$ cat src/rtl/disp_arbiter.sv
// disp_arbiter
//
// Shares one 7-segment display between three requesters. A requester that
// holds req[i] high competes for the display; grants rotate round-robin,
// each requester keeping the display for DWELL clk cycles while others wait.
// A requester that drops its request loses the grant immediately. freeze
// suspends dwell expiry so the current owner is pinned.
//
// Ports
//   clk     : sole clock, rising edge
//   rst     : synchronous, active-high reset
//   req     : per-requester request, bit i = requester i
//   data0-2 : 8-nibble BCD word offered by each requester
//   freeze  : hold the dwell counter, no dwell-driven switch
//   number  : registered word for the display multiplexer (0 when idle)
//   active  : high while any requester is granted
//   gnt     : registered one-hot grant, zero when idle
//   src     : index of granted requester, 0 when idle
//   done    : one-cycle pulse on the bit of a requester losing the grant
module disp_arbiter #(
    parameter int DWELL = 100_000_000
) (
    input  logic        clk,
    input  logic        rst,
    input  logic [2:0]  req,
    input  logic [31:0] data0,
    input  logic [31:0] data1,
    input  logic [31:0] data2,
    input  logic        freeze,
    output logic [31:0] number,
    output logic        active,
    output logic [2:0]  gnt,
    output logic [1:0]  src,
    output logic [2:0]  done
);

    localparam int CW = $clog2(DWELL);
    localparam logic [CW-1:0] DWELL_LAST = CW'(DWELL - 1);
    localparam logic [CW-1:0] CNT_ONE    = CW'(1);

    typedef enum logic {
        IDLE,
        SHOW
    } state_t;

    state_t         state_q, state_d;
    logic [1:0]     last_q, last_d;
    logic [1:0]     src_q, src_d;
    logic [2:0]     gnt_q, gnt_d;
    logic [CW-1:0]  cnt_q, cnt_d;
    logic [31:0]    number_d;
    logic [2:0]     done_d;

    logic [1:0]     cand1, cand2, cand3;
    logic           found;
    logic [1:0]     pick;
    logic [31:0]    data_sel;
    logic           req_src;

    // (base + k) mod 3 for base in 0..2 and k in 1..3
    function automatic logic [1:0] step3(input logic [1:0] base, input logic [1:0] k);
        logic [2:0] sum;
        sum = {1'b0, base} + {1'b0, k};
        return (sum >= 3'd3) ? 2'(sum - 3'd3) : sum[1:0];
    endfunction

    function automatic logic req_at(input logic [2:0] r, input logic [1:0] i);
        return (i == 2'd2) ? r[2] : ((i == 2'd1) ? r[1] : r[0]);
    endfunction

    function automatic logic [2:0] onehot3(input logic [1:0] i);
        return 3'b001 << i;
    endfunction

    // Search order starts just after the last granted requester; the third
    // candidate is the last granted requester itself, so a lone requester
    // is re-selected at dwell expiry and keeps the display.
    assign cand1 = step3(last_q, 2'd1);
    assign cand2 = step3(last_q, 2'd2);
    assign cand3 = step3(last_q, 2'd3);

    always_comb begin
        found = 1'b1;
        pick  = cand1;
        if (req_at(req, cand1)) begin
            pick = cand1;
        end else if (req_at(req, cand2)) begin
            pick = cand2;
        end else if (req_at(req, cand3)) begin
            pick = cand3;
        end else begin
            found = 1'b0;
            pick  = 2'd0;
        end
    end

    assign req_src  = req_at(req, src_q);
    assign data_sel = (src_q == 2'd2) ? data2 : ((src_q == 2'd1) ? data1 : data0);

    always_comb begin
        state_d  = state_q;
        last_d   = last_q;
        src_d    = src_q;
        gnt_d    = gnt_q;
        cnt_d    = cnt_q;
        done_d   = 3'b000;
        number_d = 32'd0;
        case (state_q)
            IDLE: begin
                if (found) begin
                    state_d = SHOW;
                    src_d   = pick;
                    last_d  = pick;
                    gnt_d   = onehot3(pick);
                    cnt_d   = '0;
                end
            end
            SHOW: begin
                if (!req_src) begin
                    // Owner withdrew: leave now, whatever freeze or the counter say.
                    cnt_d  = '0;
                    done_d = gnt_q;
                    if (found) begin
                        src_d  = pick;
                        last_d = pick;
                        gnt_d  = onehot3(pick);
                    end else begin
                        state_d = IDLE;
                        src_d   = 2'd0;
                        gnt_d   = 3'b000;
                    end
                end else if (!freeze) begin
                    if (cnt_q == DWELL_LAST) begin
                        cnt_d = '0;
                        if (pick != src_q) begin
                            src_d  = pick;
                            last_d = pick;
                            gnt_d  = onehot3(pick);
                            done_d = gnt_q;
                        end
                    end else begin
                        cnt_d = cnt_q + CNT_ONE;
                    end
                end
                // number follows the owner seen this cycle, so it lags a
                // grant change by one cycle and drops to zero on leaving SHOW.
                if (state_d == SHOW) begin
                    number_d = data_sel;
                end
            end
            default: begin
                state_d = IDLE;
            end
        endcase
    end

    always_ff @(posedge clk) begin
        if (rst) begin
            state_q <= IDLE;
            last_q  <= 2'd2;
            src_q   <= 2'd0;
            gnt_q   <= 3'b000;
            cnt_q   <= '0;
            number  <= 32'd0;
            done    <= 3'b000;
        end else begin
            state_q <= state_d;
            last_q  <= last_d;
            src_q   <= src_d;
            gnt_q   <= gnt_d;
            cnt_q   <= cnt_d;
            number  <= number_d;
            done    <= done_d;
        end
    end

    assign gnt    = gnt_q;
    assign src    = src_q;
    assign active = |gnt_q;

endmodule

$ cat config.mk
export PLATFORM = sky130hd
export DESIGN_NAME = disp_arbiter
export DESIGN_NICKNAME = d
export VERILOG_FILES = /design/src/rtl/disp_arbiter.sv
export SDC_FILE = /design/constraint.sdc
export NUM_CORES = 1
export LEC_CHECK = 0
export ABC_AREA = 1
export CAP_MARGIN = 25
export CORE_ASPECT_RATIO = 1.1
export CORE_MARGIN = 1
export CORE_UTILIZATION = 44
export DETAILED_ROUTE_END_ITERATION = 8
export PLACE_DENSITY_LB_ADDON = 0.1
export SYNTH_ARGS = -nofsm -noshare
export SYNTH_HDL_FRONTEND = slang
export SYNTH_SLANG_ARGS = --single-unit
export TNS_END_PERCENT = 100
$ cat constraint.sdc
create_clock -name clk -period 2.55 [get_ports clk]
set_clock_uncertainty 0.1 [all_clocks]
set_input_delay 0.51 -clock clk [delete_from_list [all_inputs] [get_ports clk]]
set_output_delay 0.51 -clock clk [all_outputs]
set_load 0.02 [all_outputs]
==> results of run 1 <==
sequential cells by signal (all words and copies together), names as in the netlist:
| signal | cells |
|---|---|
| cnt_q | 27 |
| done | 3 |
| gnt | 3 |
| last_q | 2 |
| number | 32 |
| src | 2 |
| state_q | 1 |
final timing paths:
path,slack (ns),cells after the start,end
worst min-delay path,0.38,2,cnt_q[4]$_SDFFE_PP0P_
worst max register to register,0.24,16,cnt_q[8]$_SDFFE_PP0P_
worst min register to register,0.38,2,cnt_q[4]$_SDFFE_PP0P_
worst max-delay path,0.24,16,cnt_q[8]$_SDFFE_PP0P_
metrics by stage:
step	TNS (ns)	hold slack, ns
detailed placement	-0.168	0.369
CTS	0	0.380
floorplan	0	0.348
global placement	0	0.357
global route	0	0.419
finish	0	0.384
worst min-delay path: stages, from the launching register on:
cell,delay (ns)
sky130_fd_sc_hd__dfxtp_1,0.34
sky130_fd_sc_hd__inv_1,0.06
sky130_fd_sc_hd__a21oi_1,0.05
placed cells by master (no fill, tap or decap), drive strengths merged, types with 14 or more instances in the layout:
master	Yosys	routed
o21ai	16	16
a311oi	32	32
nand2	156	156
a21oi	27	27
nand3	33	33
clkdlybuf4s50	0	142
nor2	71	71
nor3	14	14
inv	58	58
dfxtp	70	70
layout make-up:
class                           count  area, um2
Fill cell                         675       2500
Multi-Input combinational cell    388       2040
Timing Repair Buffer              155       1530
Sequential cell                    70       1400
Inverter                           58        225
Tap cell                          108        135
Clock buffer                       10        128
Clock inverter                      6       86.3
cells by family after synthesis:
kind of cell,share of synthesized area
xor gates and xnor gates,0.0118
DFF,0.376
AOI/OAI and AO/OA,0.155
buffers and inverters,0.0833
adders and majority gates,0.0202
and+or+nand+nor,0.354
power by group through the flow:
stage | registers, W | logic [W] | clock network [W]
6_report | 0.00136 | 0.00232 | 0.000985
5_1_grt | 0.00139 | 0.00256 | 0.00105
3_3_place_gp | 0.00138 | 0.00222 | 0
4_1_cts | 0.00136 | 0.00227 | 0.00101
3_5_place_dp | 0.00139 | 0.00226 | 0
2_1_floorplan | 0.00155 | 0.00125 | 0
metal layers:
layer	vias up	wire, um	global-route usage
met5	-	0	0
met4	0	382	0.136
met1	1882	4350	0.277
met3	32	638	0.0602
li1	2074	-	-
met2	128	5790	0.455
what timing repair did:
item,CTS,global route
gates resized for setup,0,6
setup endpoints to repair,0,28
hold endpoints to repair,0,0
==> impl.org, run 1 <==
** Worst setup path
- In this run the worst setup path begins at last_q[1]$_SDFFE_PP1P_.
- The worst register-to-register path begins at last_q[1]$_SDFFE_PP1P_.
- The worst setup path is launched from a flop.
- Maximum fanout encountered on the critical timing path :: 17
- For this run, the slowest stage of the critical path takes 0.39 ns.
- Worst-path cell chain :: inv_1 -> ha_2 -> inv_2 -> nand2_1 -> nand3_1 -> nand2_2 -> inv_2 -> nor2_2 -> nand2_1 -> nand2_4 -> inv_4 -> nand2_4 -> nand2_4 -> inv_6 -> o21ai_1 -> a21boi_1
- STA puts the critical path data arrival time at 2.49 ns.
- At the worst endpoint, the required time is 2.73 ns.
- The critical path contains buffers and inverters numbering 5 combined.
- Crit-path slowest cell :: sky130_fd_sc_hd__ha_2
- Crit. End Element :: flop
- Worst path top cell family by delay :: simple AND/OR/NAND/NOR gates
- Type of the worst setup path :: flop to flop
- The cell that appears most often on the critical path is sky130_fd_sc_hd__nand2_4.

** Placed design
- Once placement finished, the instance area stood at 5310 um2.
- Worst slack after detailed placement :: -0.0404 ns
- Routability-driven placement finished with a final weighted congestion of 0.920.
- Detailed placer's ending HPWL :: 8.58 mm
- Placed Cells incl. Taps :: 779
- During placement, the flow inserted port buffers numbering 142.

** Timing
- Final count of pins violating max slew :: 0
- Highest achievable clock rate :: 433 MHz
- Final Cycle Share :: 0.905
- Clock period minus final worst setup slack :: 2.31 ns
- Post-route worst setup slack :: 0.242 ns
- Final count of hold timing violations :: 0
- In this run the tightest slew margin relative to its limit is 0.596.
- Final setup viols :: 0
- At the pin with the least slew margin, the transition time is 0.605 ns.
- Setup repair after global routing left no endpoint under its margin.

** CTS
- Clock latency on the worst-skew pair, taken at its later pin, is 0.35 ns.
- Root buf cell :: sky130_fd_sc_hd__clkbuf_8
- Number of buffers inserted by hold repair at cts :: 0
- Longest Clk Path Bufs :: 2
- Clock tree synthesis found a total of 70 sinks.
- In this run, CTS created clock tree buffers numbering 9.
- After clock tree synthesis, the clock-pin slew on the worst setup and hold paths is 0.07 ns.
- The clock tree synthesis step divided the H-tree into 3 levels.
- TritonCTS built the clock tree.
- Post-CTS Repair Setup Buffers :: 0

** Yosys
- Primary FF master, synth :: sky130_fd_sc_hd__dfxtp_1
- Synth warnings :: 0
- The share of the Yosys chip area taken by registers is 0.376.
- Number of distinct library cells after synthesis :: 39
- The largest total area in the synthesized netlist belongs to sky130_fd_sc_hd__dfxtp_1.
- Post-Synthesis Net Count :: 644
- Synthesis produced a netlist whose cell count is 536.
- Yosys mapped a number of flops with a built-in enable equal to 0.
- Top cell types by occurrence after synthesis :: 148 x sky130_fd_sc_hd__nand2_1, 70 x sky130_fd_sc_hd__dfxtp_1, 68 x sky130_fd_sc_hd__nor2_1, 52 x sky130_fd_sc_hd__inv_1, 32 x sky130_fd_sc_hd__a311oi_1
- The mapped netlist covers 3720 um2.
- Portion of synthesized cell area occupied by the leading cell type :: 0.376
- Ranked by total cell area, the synthesized netlist is headed by sky130_fd_sc_hd__dfxtp_1 38%, sky130_fd_sc_hd__nand2_1 15%, sky130_fd_sc_hd__a311oi_1 7.5%.
- The synthesized design contains 70 register bits.
- For this run, asynchronously set or reset flops after synthesis account for 0.
- By instance count, the leading cell after synthesis is sky130_fd_sc_hd__nand2_1.
- In this run the mean area of a mapped cell was 6.95 um2.

** Route
- DRC :: 0
- Antenna viol nets, final :: 0
- Drt total wl :: 11.2 mm
- Routed length per placed instance :: 14.0 um
- In the routed layout, each cell is associated on average with a via count of 5.18.
- Detailed-router iteration count before antenna repair :: 5
- Total number of vias :: 4116
- Iter 0 DRT Violations :: 110

** Floorplanning
- Boundary pin count :: 143
- Chip Height :: 98.5 um
- For this configuration, the core starts out at a cell density of 0.463.
- In this run the core area contains 34 standard-cell rows.
- Core ar. :: 8040 um2
- Die Footprint :: 8840 um2
- From left edge to right edge, the die measures 89.7 um.

** Global routing
- For this run, the total global-route usage over all layers was measured as 0.254.
- The total overflow left after global routing is 0.
- The first global-routing pass estimated 18.0 mm of wire.
- Number of antenna violations at the first check in global routing :: 0
- Maximum number of pins on one net before global-route repair :: 65
- Via count of the first global-routing pass :: 3901

** Worst hold path
- In this run the worst hold path is classified as flop to flop.
- In this run the most critical hold path is launched from cnt_q[4]$_SDFFE_PP0P_.

** Power
- For this design the static power due to leakage is 2.20 nW.
- In this run the power spent charging and discharging nets is 0.00192 W.
- Cell internal pwr :: 0.00275 W
- For this design the ratio of total power to cell area is 842 nW/um2.
- Portion of total power attributed to the clock network :: 0.211
- Of the total power, the share spent switching nets is 0.412.
- Power Total :: 0.00467 W
- VDD sags by at most 0.807 mV.
- Part of the power in combinational logic :: 0.497
- Part of the power in registers :: 0.292

** Outcome
- The run finished with clean final reports.

** Flow run
- Number of max-cap violations :: 0

** Finish
- The repair_antennas step left the layout with diodes totalling 0.
- After the last flow step, the layout net total stands at 790.
- In the final layout, the share of cells above drive strength 1 is 0.0873.
- For this run, the number of standard cells in the final layout without fillers is 795.
- Relative to the synthesized area, the layout overhead comes to 48.8%.
- Once layout is complete, the utilization of the core stands at 0.690.
- Once layout is done, the placed cells without fillers occupy 5540 um2.
Note: power is estimated with default switching activity, not from simulation.
==> run 2: changes to the inputs <==
- ABC_CLOCK_PERIOD_IN_PS: not set -> 2550
- CORE_MARGIN: 1 -> 4
==> impl.org, run 2 (synthesis gave the netlist of run 1 again) <==
** Outcome
- Run status :: finished, final reports clean

** Finish
- Most common cell after layout, fill and taps aside :: sky130_fd_sc_hd__nand2_1
- In the final layout, the share of cells above drive strength 1 is 0.0913.
- Fill cells in the final layout number 675.
- Summing all non-filler instances in the final layout gives an area of 5580 um2.
- Area of all sequential standard cells :: 1400 um2
- The number of antenna diodes in the final layout is 0.
- In the final layout, the registers with the most flip-flops are number: 32 flops, cnt_q: 27 flops.
- In the layout the commonest cells are 147 x sky130_fd_sc_hd__nand2_1, 142 x sky130_fd_sc_hd__clkdlybuf4s50_1, 69 x sky130_fd_sc_hd__dfxtp_1, 67 x sky130_fd_sc_hd__nor2_1, 52 x sky130_fd_sc_hd__inv_1.
- Register containing the most flip-flops in the final layout :: number
- Finished Layout Cells :: 798
- Max reg flops :: 32
- At the end of the flow the core is filled with cells to 0.690.
- Multi-input gate area :: 2030 um2
- Relative area change from synthesis to final layout :: 49.8%
- In the final design database the tool counted 793 nets.

** Power
- Power Dens Cells :: 865 nW/um2
- Maximum resistive drop on vdd :: 0.716 mV
- Summing internal, switching and leakage power gives 0.00483 W.
- Summed over all cells, the static leakage comes to 2.22 nW.

** Worst setup path
- In this design, the stage delay of the slowest critical-path cell is 0.39 ns.
- Data arrival time of the critical path :: 2.50 ns
- In this run the worst path has a maximum fanout of 9.
- Across all register-to-register paths, the minimum setup slack is 0.19 ns.
- The signal on the critical path passes through inv_1 -> ha_2 -> nand3_1 -> nand2_1 -> inv_2 -> nand2_1 -> nor2_2 -> nand2_1 -> nand2_4 -> inv_4 -> buf_4 -> nand3_2 -> a21oi_1 -> nor2_1.
- R2r worst-path depth :: 14
- The cell that appears most often on the critical path is sky130_fd_sc_hd__nand2_1.
- The slowest stage of the critical path belongs to the cell sky130_fd_sc_hd__ha_2.
- The critical path contains buffers and inverters numbering 4 combined.
- By startpoint and endpoint, the worst setup path is classified as flop to flop.
- Broken down by cell family, the worst path's largest delay share belongs to simple AND/OR/NAND/NOR gates.
- Reg2Reg Launch Point :: last_q[1]$_SDFFE_PP1P_
- Crit start category :: flop
- Worst reg2reg endpoint :: gnt[0]$_SDFFE_PP0P_
- STA classifies the critical path endpoint as a flop.
- Critical path required time :: 2.69 ns
- Critical Path Source :: last_q[1]$_SDFFE_PP1P_

** Route
- Total number of vias :: 4125
- Number of vias per cell :: 5.17
- The count of nets left with antenna violations once routing finished came out at 0.
- Drt total wl :: 11.9 mm
- The detailed router finished its first iteration with 170 violations.
- For this run, the detailed router's first-pass iteration total came to 5.
- DRC :: 0
- After detailed routing, the average wire length per cell comes to 14.9 um.

** Global routing
- Total grt overflow :: 0
- Via count of the first global-routing pass :: 4127
- Maximum number of pins on one net before global-route repair :: 65
- In the global route stage, overall resource usage came out at 0.238.
- Wire length of the first global-routing pass :: 18.8 mm
- Number of antenna violations at the first check in global routing :: 0

** Timing
- Final count of pins violating max slew :: 0
- Unrepaired setup endpoints after global routing :: no
- Clock period minus final worst setup slack :: 2.36 ns
- Final setup viols :: 0
- The hold violation total from the final report was 0.
- Relative slew slack :: 0.604
- In the finished design, the share of the clock period the worst path needs comes to 0.925.
- Slew of the pin with the lowest slew margin :: 0.595 ns
- For this run, the top clock speed supported by timing is 424 MHz.

** CTS
- In this run, post-CTS hold repair placed 0 buffers.
- The clock net in this run drives a total of 70 sinks.
- Number of buffers inserted during clock tree synthesis :: 9
- The H-tree was split into 3 levels.
- No sink is reached through more buffers than the 2 on the longest clock path.
- TritonCTS built the clock tree.
- Post-CTS Repair Setup Buffers :: 0
- Source-to-sink clock delay at the later pin of the worst-skew pair :: 0.35 ns
- Root buf cell :: sky130_fd_sc_hd__clkbuf_8
- Gates resized during post-CTS repair numbered 0.
- Post-CTS clock slew at the launch and capture registers of the worst setup and hold paths :: 0.08 ns

** Floorplanning
- The floorplan has 34 rows.
- The die is 95.7 um wide.
- The die covers 10000 um2.
- In this run the vertical extent of the chip is 105 um.
- Initial standard-cell utilization of the core :: 0.461
- The core region is 8080 um2.
- During I/O placement, the number of pins put on the boundary was 143.

** Worst hold path
- In this run the worst hold path is classified as flop to flop.
- Hold wc startpoint :: cnt_q[4]$_SDFFE_PP0P_
- Worst hold stages :: 2
- Worst Hold Endpoint :: cnt_q[4]$_SDFFE_PP0P_

** Flow run
- Number of max-cap violations :: 0

** Placed design
- In this run, placement finished with an instance count of 782.
- Detailed placer's ending HPWL :: 9.39 mm
- Buffers added on ports :: 142
- After detailed placement, the total cell area comes to 5320 um2.
- Final Wtd Congestion :: 0.905
## run 2: metal layers
layer / part of all wire / wire (um) / track usage
met5: 0 / 0 / 0
met4: 0.033 / 388 / 0.115
met3: 0.083 / 989 / 0.0796
met2: 0.53 / 6230 / 0.421
met1: 0.36 / 4250 / 0.246
## run 2: worst max-delay path by stage
stage                             end  slack [ns]  cells after the start
2_1_floorplan   cnt_q[5]$_SDFFE_PP0P_        0.33                     16
3_3_place_gp      gnt[0]$_SDFFE_PP0P_        0.01                     15
3_5_place_dp      gnt[0]$_SDFFE_PP0P_       -0.08                     15
4_1_cts         cnt_q[6]$_SDFFE_PP0P_        0.09                     16
5_1_grt        cnt_q[22]$_SDFFE_PP0P_        0.01                     16
6_report          gnt[0]$_SDFFE_PP0P_        0.19                     14
## run 2: worst reg2reg max path: cells and delay by family, from the launching register on
family | cells | cell delay, ns
adder cells (fa/ha/maj) | 1 | 0.39
flip-flops | 1 | 0.37
buffers and inverters | 4 | 0.45
AND/OR/NAND/NOR | 8 | 0.72
AO/OA/AOI/OAI | 1 | 0.20
## run 2: layout make-up
type / instances / area share
tap: 108 / 0.0242
sequential: 70 / 0.251
timing repair buffer: 158 / 0.276
clock inverter: 5 / 0.0191
clock buffer: 11 / 0.0253
inverter: 58 / 0.0404
multi-input combinational: 388 / 0.363
## run 2: power breakdown
group,internal [W],total [W],switching [W]
clock network,0.000679,0.00112,0.000441
logic,0.000932,0.00234,0.00140
registers,0.00127,0.00137,0.000102
total,0.00288,0.00483,0.00195
## run 2: per-stage QoR
step	hold WS (ns)	worst slack, ns	TNS [ns]
global placement	0.357	0.0111	0
detailed placement	0.371	-0.0778	-0.569
floorplan	0.348	0.333	0
finish	0.381	0.190	0
CTS	0.382	0.0941	0
global route	0.405	0.0100	0
==> run 3: changes to the inputs <==
--- a/config.mk
+++ b/config.mk
@@ -14,3 +14,3 @@
 export DETAILED_ROUTE_END_ITERATION = 8
-export PLACE_DENSITY_LB_ADDON = 0.1
+export PLACE_DENSITY_LB_ADDON = 0.2
 export SYNTH_ARGS = -nofsm -noshare
--- a/constraint.sdc
+++ b/constraint.sdc
@@ -4,2 +4,2 @@
 set_output_delay 0.51 -clock clk [all_outputs]
-set_load 0.02 [all_outputs]
+set_load 0.01 [all_outputs]
==> impl.org, run 3 (synthesis gave the netlist of run 1 again) <==
** Worst setup path
- Most common cell on crit path :: sky130_fd_sc_hd__nand2_4
- Maximum fanout encountered on the critical timing path :: 8
- Type of the worst setup path :: flop to flop
- Crit path buffers/inverters :: 5
- CP peak stage delay :: 0.38 ns
- Crit. End Element :: flop
- Critical path required time :: 2.70 ns
- Worst-path cell chain :: inv_1 -> ha_4 -> inv_2 -> nand2_1 -> nand3_1 -> nand2_2 -> inv_2 -> nor2_1 -> nand2_1 -> nand2_4 -> inv_4 -> nand2_4 -> nand2_4 -> buf_4 -> nor3_1
- The kind of cell with the highest combined delay along the critical path is simple AND/OR/NAND/NOR gates.
- Crit-path slowest cell :: sky130_fd_sc_hd__dfxtp_1
- Reg2Reg Launch Point :: last_q[1]$_SDFFE_PP1P_
- Critical Path Source :: last_q[1]$_SDFFE_PP1P_
- Crit start category :: flop
- Data on the critical path arrives at its endpoint at 2.52 ns.

** CTS
- TritonCTS built the clock tree.
- Post-CTS clock slew at the launch and capture registers of the worst setup and hold paths :: 0.08 ns
- Counting along the longest clock path gives a buffer depth of 2.
- In this run the post-CTS setup repair buffer count came out at 0.
- Number of buffers inserted by hold repair at cts :: 0
- Source-to-sink clock delay at the later pin of the worst-skew pair :: 0.34 ns
- In this run, post-CTS repair resized a total of 0 instances.
- The tree is rooted in a sky130_fd_sc_hd__clkbuf_8.
- The clock drives 70 sinks.
- H-Tree Level Count :: 3
- Number of buffers inserted during clock tree synthesis :: 9

** Power
- Of the total power, registers draw 0.302.
- Part of the power in combinational logic :: 0.493
- Leakage :: 2.20 nW
- Switching share of power :: 0.402
- Of the total power, the clock network draws 0.205.
- Maximum resistive drop on vdd :: 0.354 mV
- Sw power :: 0.00181 W
- Cell internal pwr :: 0.00269 W
- For this design the ratio of total power to cell area is 811 nW/um2.

** Timing
- At the pin with the least slew margin, the transition time is 0.594 ns.
- The clock period could shrink to 2.37 ns.
- The total count of max-transition violations in the final report was 0.
- Setup repair after global routing left no endpoint under its margin.
- Headroom to the max-slew limit came out at 0.604.
- In the post-route analysis, the smallest setup slack over all paths is 0.179 ns.
- Final count of hold timing violations :: 0
- Based on the critical path, the design can be clocked at up to 422 MHz.
- Final setup viols :: 0
- Dividing the final minimum period by the clock period gives 0.930.
- Setup total negative slack on the finished layout was measured at 0 ns.

** Global routing
- Across every metal layer, demand over resource in global routing totals 0.232.
- Total grt overflow :: 0
- Wire length of the first global-routing pass :: 18.5 mm
- The number of global-route vias before repair came to 4018.
- The number of antenna violations at the first check in global routing was 0.
- Maximum number of pins on one net before global-route repair :: 65

** Floorplanning
- Chip Height :: 105 um
- Boundary pin count :: 143
- Die Footprint :: 10000 um2
- Core ar. :: 8080 um2
- The floorplan has 34 rows.
- Measured along the x axis, the die boundary spans 95.7 um.
- Initial standard-cell utilization of the core :: 0.461

** Finish
- After the last flow step, the layout net total stands at 792.
- Finished Cell Area :: 5540 um2
- The area growth from synthesis to layout is 48.8%.
- number holds more flip-flops than any other register.
- Share of post-route cells with drive strength above 1 :: 0.0885
- The repair_antennas step left the layout with diodes totalling 0.
- The largest registers in the layout are number: 32 flops, cnt_q: 27 flops.
- Highest-count cells in the layout ignoring fill and taps :: 147 x sky130_fd_sc_hd__nand2_1, 142 x sky130_fd_sc_hd__clkdlybuf4s50_1, 70 x sky130_fd_sc_hd__dfxtp_1, 68 x sky130_fd_sc_hd__nor2_1, 52 x sky130_fd_sc_hd__inv_1
- Most common cell after layout, fill and taps aside :: sky130_fd_sc_hd__nand2_1
- Max reg flops :: 32

** Route
- Detailed-router iteration count before antenna repair :: 5
- After detailed routing, the average wire length per cell comes to 14.6 um.
- Total number of vias :: 4119
- After the first detailed-routing iteration, the DRC count stood at 213.
- Antenna viol nets, final :: 0
- In the routed layout, each cell is associated on average with a via count of 5.17.
- The routed design has 11.6 mm of wire.
- After detailed routing, the number of remaining DRC violations is 0.

** Flow run
- Across the run, the number of max-cap violations was 0.

** Placed design
- Detailed placer's ending HPWL :: 9.29 mm
- The congestion estimate from routability-driven global placement came to 0.939.
- Input and output buffers added on the ports amount to 142.
- Area of placed instances :: 5320 um2
- Worst slack after detailed placement :: -0.0808 ns

** Outcome
- Run status :: finished, final reports clean

** Worst hold path
- The min-delay analysis places its worst path in the category flop to flop.
- Hold wc startpoint :: cnt_q[4]$_SDFFE_PP0P_
[run 3: worst register-to-register path, stage by stage, from the launching register on]
cell	delay [ns]
sky130_fd_sc_hd__dfxtp_1	0.38
sky130_fd_sc_hd__inv_1	0.12
sky130_fd_sc_hd__ha_4	0.32
sky130_fd_sc_hd__inv_2	0.04
sky130_fd_sc_hd__nand2_1	0.05
sky130_fd_sc_hd__nand3_1	0.08
sky130_fd_sc_hd__nand2_2	0.09
sky130_fd_sc_hd__inv_2	0.05
sky130_fd_sc_hd__nor2_1	0.20
sky130_fd_sc_hd__nand2_1	0.12
sky130_fd_sc_hd__nand2_4	0.13
sky130_fd_sc_hd__inv_4	0.08
sky130_fd_sc_hd__nand2_4	0.08
sky130_fd_sc_hd__nand2_4	0.07
sky130_fd_sc_hd__buf_4	0.16
sky130_fd_sc_hd__nor3_1	0.23
[run 3: final cells by class]
type                            instances  area, um2
Fill cell                             687       2540
Multi-Input combinational cell        388       2030
Clock buffer                           10        138
Sequential cell                        70       1400
Tap cell                              108        135
Clock inverter                          6       68.8
Inverter                               58        225
Timing Repair Buffer                  157       1550
[run 3: final timing paths]
check	endpoint	slack [ns]	depth (start not counted)
worst max register to register	cnt_q[19]$_SDFFE_PP0P_	0.18	15
worst min register to register	cnt_q[4]$_SDFFE_PP0P_	0.39	2
worst min-delay path	cnt_q[4]$_SDFFE_PP0P_	0.39	2
worst max-delay path	cnt_q[19]$_SDFFE_PP0P_	0.18	15
[run 3: metal layers]
layer | vias to the layer above | wire [um] | share of wire | track usage
li1 | 2080 | - | - | -
met1 | 1881 | 4260 | 0.37 | 0.233
met2 | 138 | 6250 | 0.54 | 0.437
met3 | 20 | 892 | 0.077 | 0.0861
met4 | 0 | 223 | 0.019 | 0.0630
met5 | - | 0 | 0 | 0
[run 3: power by group through the flow]
stage          Combinational [W]  Sequential [W]  Clock, W
2_1_floorplan            0.00124         0.00145         0
3_3_place_gp             0.00213         0.00138         0
3_5_place_dp             0.00217         0.00139         0
4_1_cts                  0.00220         0.00136  0.000942
5_1_grt                  0.00246         0.00138  0.000998
6_report                 0.00222         0.00136  0.000921
[run 3: per-stage QoR]
stage          hold WS, ns  total power, W  utilization  std cells
5_1_grt              0.416         0.00483        0.686        797
3_3_place_gp         0.358         0.00351        0.658        781
2_1_floorplan        0.348         0.00268            -        536
4_1_cts              0.390         0.00450        0.684        797
6_report             0.386         0.00450        0.686        797
3_5_place_dp         0.380         0.00356        0.658        781
